### config.mk
export PLATFORM = sky130hd
export DESIGN_NAME = uart_in_feeder
export DESIGN_NICKNAME = d
export VERILOG_FILES = /design/src/rtl/uart_sim_pkg.sv /design/src/rtl/sim_fifo.sv /design/src/rtl/uart_in_feeder.sv
export SDC_FILE = /design/constraint.sdc
export NUM_CORES = 1
export LEC_CHECK = 0
export BUFFER_PORTS_ARGS = -buffer_cell sky130_fd_sc_hd__buf_2
export CORE_MARGIN = 1.5
export CORE_UTILIZATION = 55
export DETAILED_ROUTE_END_ITERATION = 8
export PLACE_DENSITY = 0.83
export SYNTH_ARGS = -nofsm -noshare
export SYNTH_HDL_FRONTEND = slang
export SYNTH_SLANG_ARGS = --single-unit
### constraint.sdc
create_clock -name clock -period 4.2 [get_ports clock]
set_clock_uncertainty 0.15 [all_clocks]
set_input_delay 0.21 -clock clock [delete_from_list [all_inputs] [get_ports clock]]
set_output_delay 0.21 -clock clock [all_outputs]
set_load 0.005 [all_outputs]
### src/rtl/uart_sim_pkg.sv
// Shared types and constants for the simulation-side UART receive feeder.
package uart_sim_pkg;

  typedef logic [7:0] uart_ch_t;

  localparam uart_ch_t DEFAULT_EMPTY_CH = 8'hff;
  localparam int       GAP_W            = 16;

  typedef logic [GAP_W-1:0] gap_cnt_t;

  typedef enum logic {
    GAP_READY = 1'b0,
    GAP_WAIT  = 1'b1
  } gap_state_t;

  function automatic logic [15:0] sat_inc16(input logic [15:0] v);
    return (v == 16'hffff) ? v : v + 16'd1;
  endfunction

endpackage

### src/rtl/sim_fifo.sv
// Circular-buffer FIFO with occupancy counter and combinational head read.
module sim_fifo #(
  parameter int DEPTH = 16,
  parameter int WIDTH = 8
) (
  input  logic                     clock,
  input  logic                     reset_n,
  input  logic                     push,
  input  logic [WIDTH-1:0]         push_data,
  input  logic                     pop,
  output logic [WIDTH-1:0]         head,
  output logic [$clog2(DEPTH):0]   count,
  output logic                     full,
  output logic                     empty
);

  localparam int AW = $clog2(DEPTH);
  localparam int CW = AW + 1;

  logic [WIDTH-1:0] r_mem [DEPTH];
  logic [AW-1:0]    r_rd_ptr;
  logic [AW-1:0]    r_wr_ptr;
  logic [CW-1:0]    r_count;
  logic             w_push;
  logic             w_pop;

  // Full/empty come from registered occupancy only, so a same-cycle pop never frees a slot early.
  assign full   = (r_count == CW'(DEPTH));
  assign empty  = (r_count == '0);
  assign w_push = push & ~full;
  assign w_pop  = pop & ~empty;
  assign head   = r_mem[r_rd_ptr];
  assign count  = r_count;

  always_ff @(posedge clock) begin
    if (w_push) begin
      r_mem[r_wr_ptr] <= push_data;
    end
  end

  always_ff @(posedge clock or negedge reset_n) begin
    if (!reset_n) begin
      r_rd_ptr <= '0;
      r_wr_ptr <= '0;
      r_count  <= '0;
    end else begin
      if (w_push) begin
        r_wr_ptr <= r_wr_ptr + 1'b1;
      end
      if (w_pop) begin
        r_rd_ptr <= r_rd_ptr + 1'b1;
      end
      case ({w_push, w_pop})
        2'b10:   r_count <= r_count + 1'b1;
        2'b01:   r_count <= r_count - 1'b1;
        default: r_count <= r_count;
      endcase
    end
  end

endmodule

### src/rtl/uart_in_feeder.sv
// Feeds buffered host characters to the SoC's polled UART input, one per read strobe,
// with an optional dead time after each pop and an idle code when nothing is ready.
module uart_in_feeder
  import uart_sim_pkg::*;
#(
  parameter int       DEPTH    = 16,
  parameter int       GAP      = 0,
  parameter uart_ch_t EMPTY_CH = DEFAULT_EMPTY_CH
) (
  input  logic                   clock,
  input  logic                   reset_n,
  input  logic                   host_valid,
  input  uart_ch_t               host_ch,
  output logic                   host_ready,
  input  logic                   io_uart_in_valid,
  output uart_ch_t               io_uart_in_ch,
  output logic [$clog2(DEPTH):0] count,
  output logic [15:0]            empty_polls
);

  gap_state_t r_state;
  gap_state_t w_state_next;
  gap_cnt_t   r_gap_cnt;
  gap_cnt_t   w_gap_cnt_next;
  logic [15:0] r_empty_polls;

  uart_ch_t   w_head;
  logic       w_full;
  logic       w_empty;
  logic       w_avail;
  logic       w_pop;
  logic       w_empty_poll;

  sim_fifo #(
    .DEPTH (DEPTH),
    .WIDTH ($bits(uart_ch_t))
  ) u_fifo (
    .clock     (clock),
    .reset_n   (reset_n),
    .push      (host_valid),
    .push_data (host_ch),
    .pop       (w_pop),
    .head      (w_head),
    .count     (count),
    .full      (w_full),
    .empty     (w_empty)
  );

  assign host_ready    = ~w_full;
  assign w_avail       = ~w_empty && (r_state == GAP_READY);
  assign io_uart_in_ch = w_avail ? w_head : EMPTY_CH;
  assign empty_polls   = r_empty_polls;

  always_ff @(posedge clock or negedge reset_n) begin
    if (!reset_n) begin
      r_state   <= GAP_READY;
      r_gap_cnt <= '0;
    end else begin
      r_state   <= w_state_next;
      r_gap_cnt <= w_gap_cnt_next;
    end
  end

  // READY holds exactly when gap_cnt is zero; any strobe not served from READY is an empty poll.
  always_comb begin
    w_state_next   = r_state;
    w_gap_cnt_next = r_gap_cnt;
    w_pop          = 1'b0;
    w_empty_poll   = 1'b0;
    case (r_state)
      GAP_READY: begin
        if (io_uart_in_valid) begin
          if (!w_empty) begin
            w_pop          = 1'b1;
            w_gap_cnt_next = GAP_W'(GAP);
            w_state_next   = (GAP == 0) ? GAP_READY : GAP_WAIT;
          end else begin
            w_empty_poll = 1'b1;
          end
        end
      end
      GAP_WAIT: begin
        w_gap_cnt_next = r_gap_cnt - 1'b1;
        w_empty_poll   = io_uart_in_valid;
        if (r_gap_cnt == GAP_W'(1)) begin
          w_state_next = GAP_READY;
        end
      end
      default: begin
        w_state_next   = GAP_READY;
        w_gap_cnt_next = '0;
      end
    endcase
  end

  always_ff @(posedge clock or negedge reset_n) begin
    if (!reset_n) begin
      r_empty_polls <= '0;
    end else if (w_empty_poll) begin
      r_empty_polls <= sat_inc16(r_empty_polls);
    end
  end

endmodule

After elaboration in Yosys (flattened, before gate mapping)
Memories as Yosys holds them, arrays and structs flattened. Index checks and enable logic that the tools add are counted. W data, S select, Z words.

Flip-flop bits (word level): 46. Bits of input ports: 12. Memory bits (writable): 128. Logic and storage cells: 46. Memories kept: 1.

Memories: u_fifo.r_mem (depth 16, bits a word 8, rd ports 1, clocked after memory_dff 0, write ports 1, RTL line sim_fifo.sv:20) `logic [WIDTH-1:0] r_mem [DEPTH];`.

Mux-type cells: 15. Reductions and logical operators: 5. Add/subtract/negate cells: 6. Bitwise gates (word level): 6. Equal/unequal tests: 7.

Operators with widths (count): $mux W16 (2); $pmux W16 S2 (1); $add A16 B1 Y16 const B (1); $eq A16 B1 Y1 const B (1); $eq A16 B16 Y1 const B (1); $sub A16 B1 Y16 const B (1); $pmux W5 S2 (1); $add A4 B1 Y4 const B (2); $mux W1 (8); $mux W8 (1); $add A5 B1 Y5 const B (1); $eq A5 B5 Y1 const B (1); $logic_not A5 Y1 (1); $sub A5 B1 Y5 const B (1); $ne A2 B2 Y1 const B (2); $not A1 Y1 (4); $pmux W1 S2 (2); $reduce_and A2 Y1 (2); $and A1 B1 Y1 (2); $eq A2 B1 Y1 const B (1); $eq A2 B2 Y1 const B (1); $reduce_bool A2 Y1 (1); $logic_and A1 B1 Y1 (1).

Logic depth before layout (Yosys ltp)
Depth after elaboration: 7. Gate-level depth with buffers: 9.

By module
Synthesis repeated with hierarchy kept, for this count alone.

Cells, all modules: 493. Area total of the unflattened synthesis: 7459.7 um2.

Modules (own cells, without submodules): sim_fifo (area each 5779.3 um2, times used 1, cells each 332); uart_in_feeder (area each 1680.4 um2, times used 1, cells each 161).

Worst setup path after synthesis
No wires, ideal clock.

Path type: register to register. Start point: register u_fifo.r_count[1], in the netlist u_fifo.count[1]. End point: register u_fifo.r_count[4], in the netlist u_fifo.count[4]. Stages on the path, launching flop included: 10. Setup slack: 1242 ps. Period minus slack after synthesis: 2958 ps. Arrival: 2728 ps. Setup time: 80 ps. Cell sequence: dfrtp_1 or4_1 o211ai_2 inv_2 ha_1 fa_1 a21o_1 a21oi_1 mux2i_1 xnor2_1.

Longest elaborated chain between the ends: 7. Elaborated cells on any way between the ends: 15. Those cells by class: add/sub (2); eq/ne (3); mux (4); bitwise (4); reduce/logical (2).

Ends and longest elaborated chain: start: declaration (RTL line sim_fifo.sv:23) `logic [CW-1:0] r_count;`; start signal: assignment (RTL line sim_fifo.sv:54) `2'b10: r_count <= r_count + 1'b1;`; start signal: assignment (RTL line sim_fifo.sv:55) `2'b01: r_count <= r_count - 1'b1;`; start signal: assignment (RTL line sim_fifo.sv:56) `default: r_count <= r_count;`; $logic_not A5 Y1 * (RTL line sim_fifo.sv:29) `assign empty = (r_count == '0);`; $mux W1 (RTL line uart_in_feeder.sv:73) `if (!w_empty) begin`; $mux W1 (RTL line uart_in_feeder.sv:72) `if (io_uart_in_valid) begin`; $mux W1 (RTL line uart_in_feeder.sv:70) `case (r_state)`; $and A1 B1 Y1 * (RTL line sim_fifo.sv:31) `assign w_pop = pop & ~empty;`; named net u_fifo.w_pop (RTL line sim_fifo.sv:25) `logic w_pop;`; $eq A2 B1 Y1 or $eq A2 B2 Y1 (tied branches) (RTL line sim_fifo.sv:53) `case ({w_push, w_pop})`; $pmux W5 S2 or $reduce_bool A2 Y1 (tied branches).

The timed path passes the listed nets; every way through them passes the cells marked *. A chain may end at the register's enable or synchronous reset.

Final worst setup path
Start point: register u_fifo.r_count[0], in the netlist u_fifo.count[0]. End point: register u_fifo.r_count[4], in the netlist u_fifo.count[4].

The elaborated chain is that of the path after synthesis.

==> flow_summary.ini <==
[routing]
antenna_left = 0
drc_errors = 0
wirelength_um = 13900
post_drt_wl_per_cell_um = 20.2
drt_iter0_markers = 311
routed_via_density = 6.08
dr.pass1.iters = 5
vias = 4188

[floorplan]
placementRows = 42
num_io_pins = 42
die_h_um = 119
core-area_um2 = 13100
die_x_um = 119
dieArea_um2 = 14100
start_util_pct = 56.0

[place]
io_buffers = 41
dp_hpwl_um = 8990
dp.cells = 656
gp_congestion = 0.830

[clock_network]
cts_sinks = 174
cts_buffer_depth = 2
tritoncts = done
path_clk_slew_ns = 0.07
insertion_delay_ns = 0.42
htreeDepth = 4
root_buffer = clkbuf_16
numCtsBuffers = 17
postCtsSetupRepairBufs = 0

[sta]
hold_ws_ns = 0.0306
final-hold-violation-count = 0
drv_slew = 0
period_share_pct = 77.3
clock.fmax_mhz = 308
tns_ns = 0
rsz0062_at_grt = no
setup_viol = 0
fin_crit_ns = 3.25
max-slew-margin-rel_pct = 27.7
worst_pin_slew_ns = 1.08

[synth]
ys_async_sr_fraction_pct = 26.4
synth_top_flop_cell = edfxtp_1
synth-edff-count = 128
netlist_area_um2 = 7360
seq_area_frac_synth_pct = 67.9
synth.distinct_cells = 47
avgSynthCellArea_um2 = 16.5
syn_inst = 446
ys.warnings.count = 0
syn_nets = 471
synth-seq-cells = 174

[final_layout]
final_util_pct = 63.7
syn2layout_area_growth_pct = 13.7
drive_gt1_share_pct = 26.1
nets = 525
fin_cells = 689
layout_commonest_cell = edfxtp_1
final_cell_mix = edfxtp_1, dfrtp_1, buf_2
fillerInstances = 905
insertedDiodeCount = 0

[run]
maxCapViolations = 0

[power]
power_density_nw_per_um2 = 625
vdd_drop_max_mv = 0.443
p_leak_nw = 3.12

[critical_path]
startpoint_type = flop
worstSetupPathType = reg -> reg
arrival_ns = 3.45
cp.required_ns = 4.40
end_kind = flop
critPathMaxFanout = 17

[worst_hold_path]
hp-class = in -> reg

[global_route]
grt-ovfl-total = 0
grt_pass1_wl_um = 22300
grt_max_degree = 47
track_usage_pct = 21.2
antenna_found_initial = 0
grt_pass1_vias = 4258

[run_status]
outcome = complete, no violations
## cell families after synthesis
family | share of synthesized area, %
xor gates and xnor gates | 2.62
and+or+nand+nor | 8.42
DFF | 67.9
adders and majority gates | 2.31
AOI/OAI and AO/OA | 3.67
muxes | 13.4
buffers and inverters | 1.68
## cells in the mapped netlist, types with 2 or more instances
| master | n | share of area, % |
|---|---|---|
| a21o_1 | 2 | 0.20 |
| a21oi_1 | 4 | 0.27 |
| and4_1 | 2 | 0.24 |
| buf_1 | 3 | 0.15 |
| buf_2 | 9 | 0.61 |
| clkbuf_1 | 3 | 0.15 |
| dfrtp_1 | 46 | 16 |
| edfxtp_1 | 128 | 52 |
| ha_1 | 12 | 2.0 |
| inv_1 | 9 | 0.46 |
| mux2_2 | 13 | 2.0 |
| mux2i_1 | 11 | 1.5 |
| mux4_2 | 32 | 9.8 |
| nand2_1 | 31 | 1.6 |
| nand2b_1 | 4 | 0.34 |
| nand3_1 | 17 | 1.2 |
| nand4_1 | 6 | 0.51 |
| nor2_1 | 17 | 0.87 |
| nor3_1 | 12 | 0.82 |
| nor3b_1 | 2 | 0.20 |
| nor4_1 | 9 | 0.76 |
| nor4_4 | 2 | 0.58 |
| nor4b_1 | 2 | 0.24 |
| o211ai_1 | 11 | 1.1 |
| o21ai_0 | 14 | 0.95 |
| o311ai_0 | 2 | 0.24 |
| o31ai_1 | 2 | 0.20 |
| o41ai_1 | 2 | 0.24 |
| xnor2_1 | 9 | 1.1 |
| xor2_1 | 13 | 1.5 |
## repair_timing
item / 4_1_cts / 5_1_grt
hold endpoints to repair: 46 / 0
gates resized for setup: 0 / 0
hold buffers: 1 / 0
## metrics by stage
stage | power (mW) | setup slack [ns] | cell area, um^2
finish | 5.23 | 0.952 | 8370
global route | 5.45 | 0.796 | 8370
CTS | 5.25 | 0.957 | 8370
detailed placement | 3.70 | 1.01 | 7770
global placement | 3.64 | 1.08 | 7770
floorplan | 3.24 | 1.24 | 7360
## flip-flops by register name (all words and copies together) (netlist names)
signal and count:
u_fifo.r_wr_ptr 4, u_fifo.count 5, empty_polls 16, r_state 1, u_fifo.r_mem 128, u_fifo.r_rd_ptr 4, r_gap_cnt 16
## where the power goes
group          switching (mW)  internal (mW)  total (mW)
registers               0.270           2.06        2.33
clock network           0.660          0.891        1.55
logic                   0.641          0.712        1.35
total                    1.57           3.66        5.23
## worst paths after layout
kind | start | endpoint | slack [ns] | depth (start not counted)
max reg2reg | u_fifo.count[0] | u_fifo.count[4] | 0.95 | 10
min in group asynchronous | reset_n | empty_polls[7] | 0.35 | 2
min reg2reg | r_gap_cnt[15] | r_gap_cnt[15] | 0.35 | 1
max | u_fifo.count[0] | u_fifo.count[4] | 0.95 | 10
min | host_ch[4] | u_fifo.r_mem[9][4] | 0.03 | 1
max in group asynchronous | reset_n | r_gap_cnt[5] | 2.91 | 2
## final cells by class
class                   count  area (um^2)  area share [%]
repair buffers             52          290            3.47
clock inverters            13          153            1.82
flip-flops and latches    174         4990            59.7
clock buffers              19          433            5.17
inverters                  10         37.5           0.448
multi-input cells         245         2240            26.8
well taps                 176          220            2.63
## routing by layer
layer  up-vias  wire length (um)  track usage [%]
met2       140              6770             33.3
met3        21               814             4.01
li1       1848                 -                -
met4         0               250             9.04
met5         -                 0                0
met1      2179              6100             29.4
## critical path, stage by stage (launching register included)
cell and delay [ns]:
dfrtp_1 0.49, or4_1 0.60, o211ai_2 0.16, buf_4 0.24, inv_2 0.08, ha_1 0.30, fa_1 0.44, a21o_1 0.19
a21oi_1 0.16, mux2i_1 0.23, xnor2_1 0.13
No activity file was read; power rests on OpenSTA's default activity.
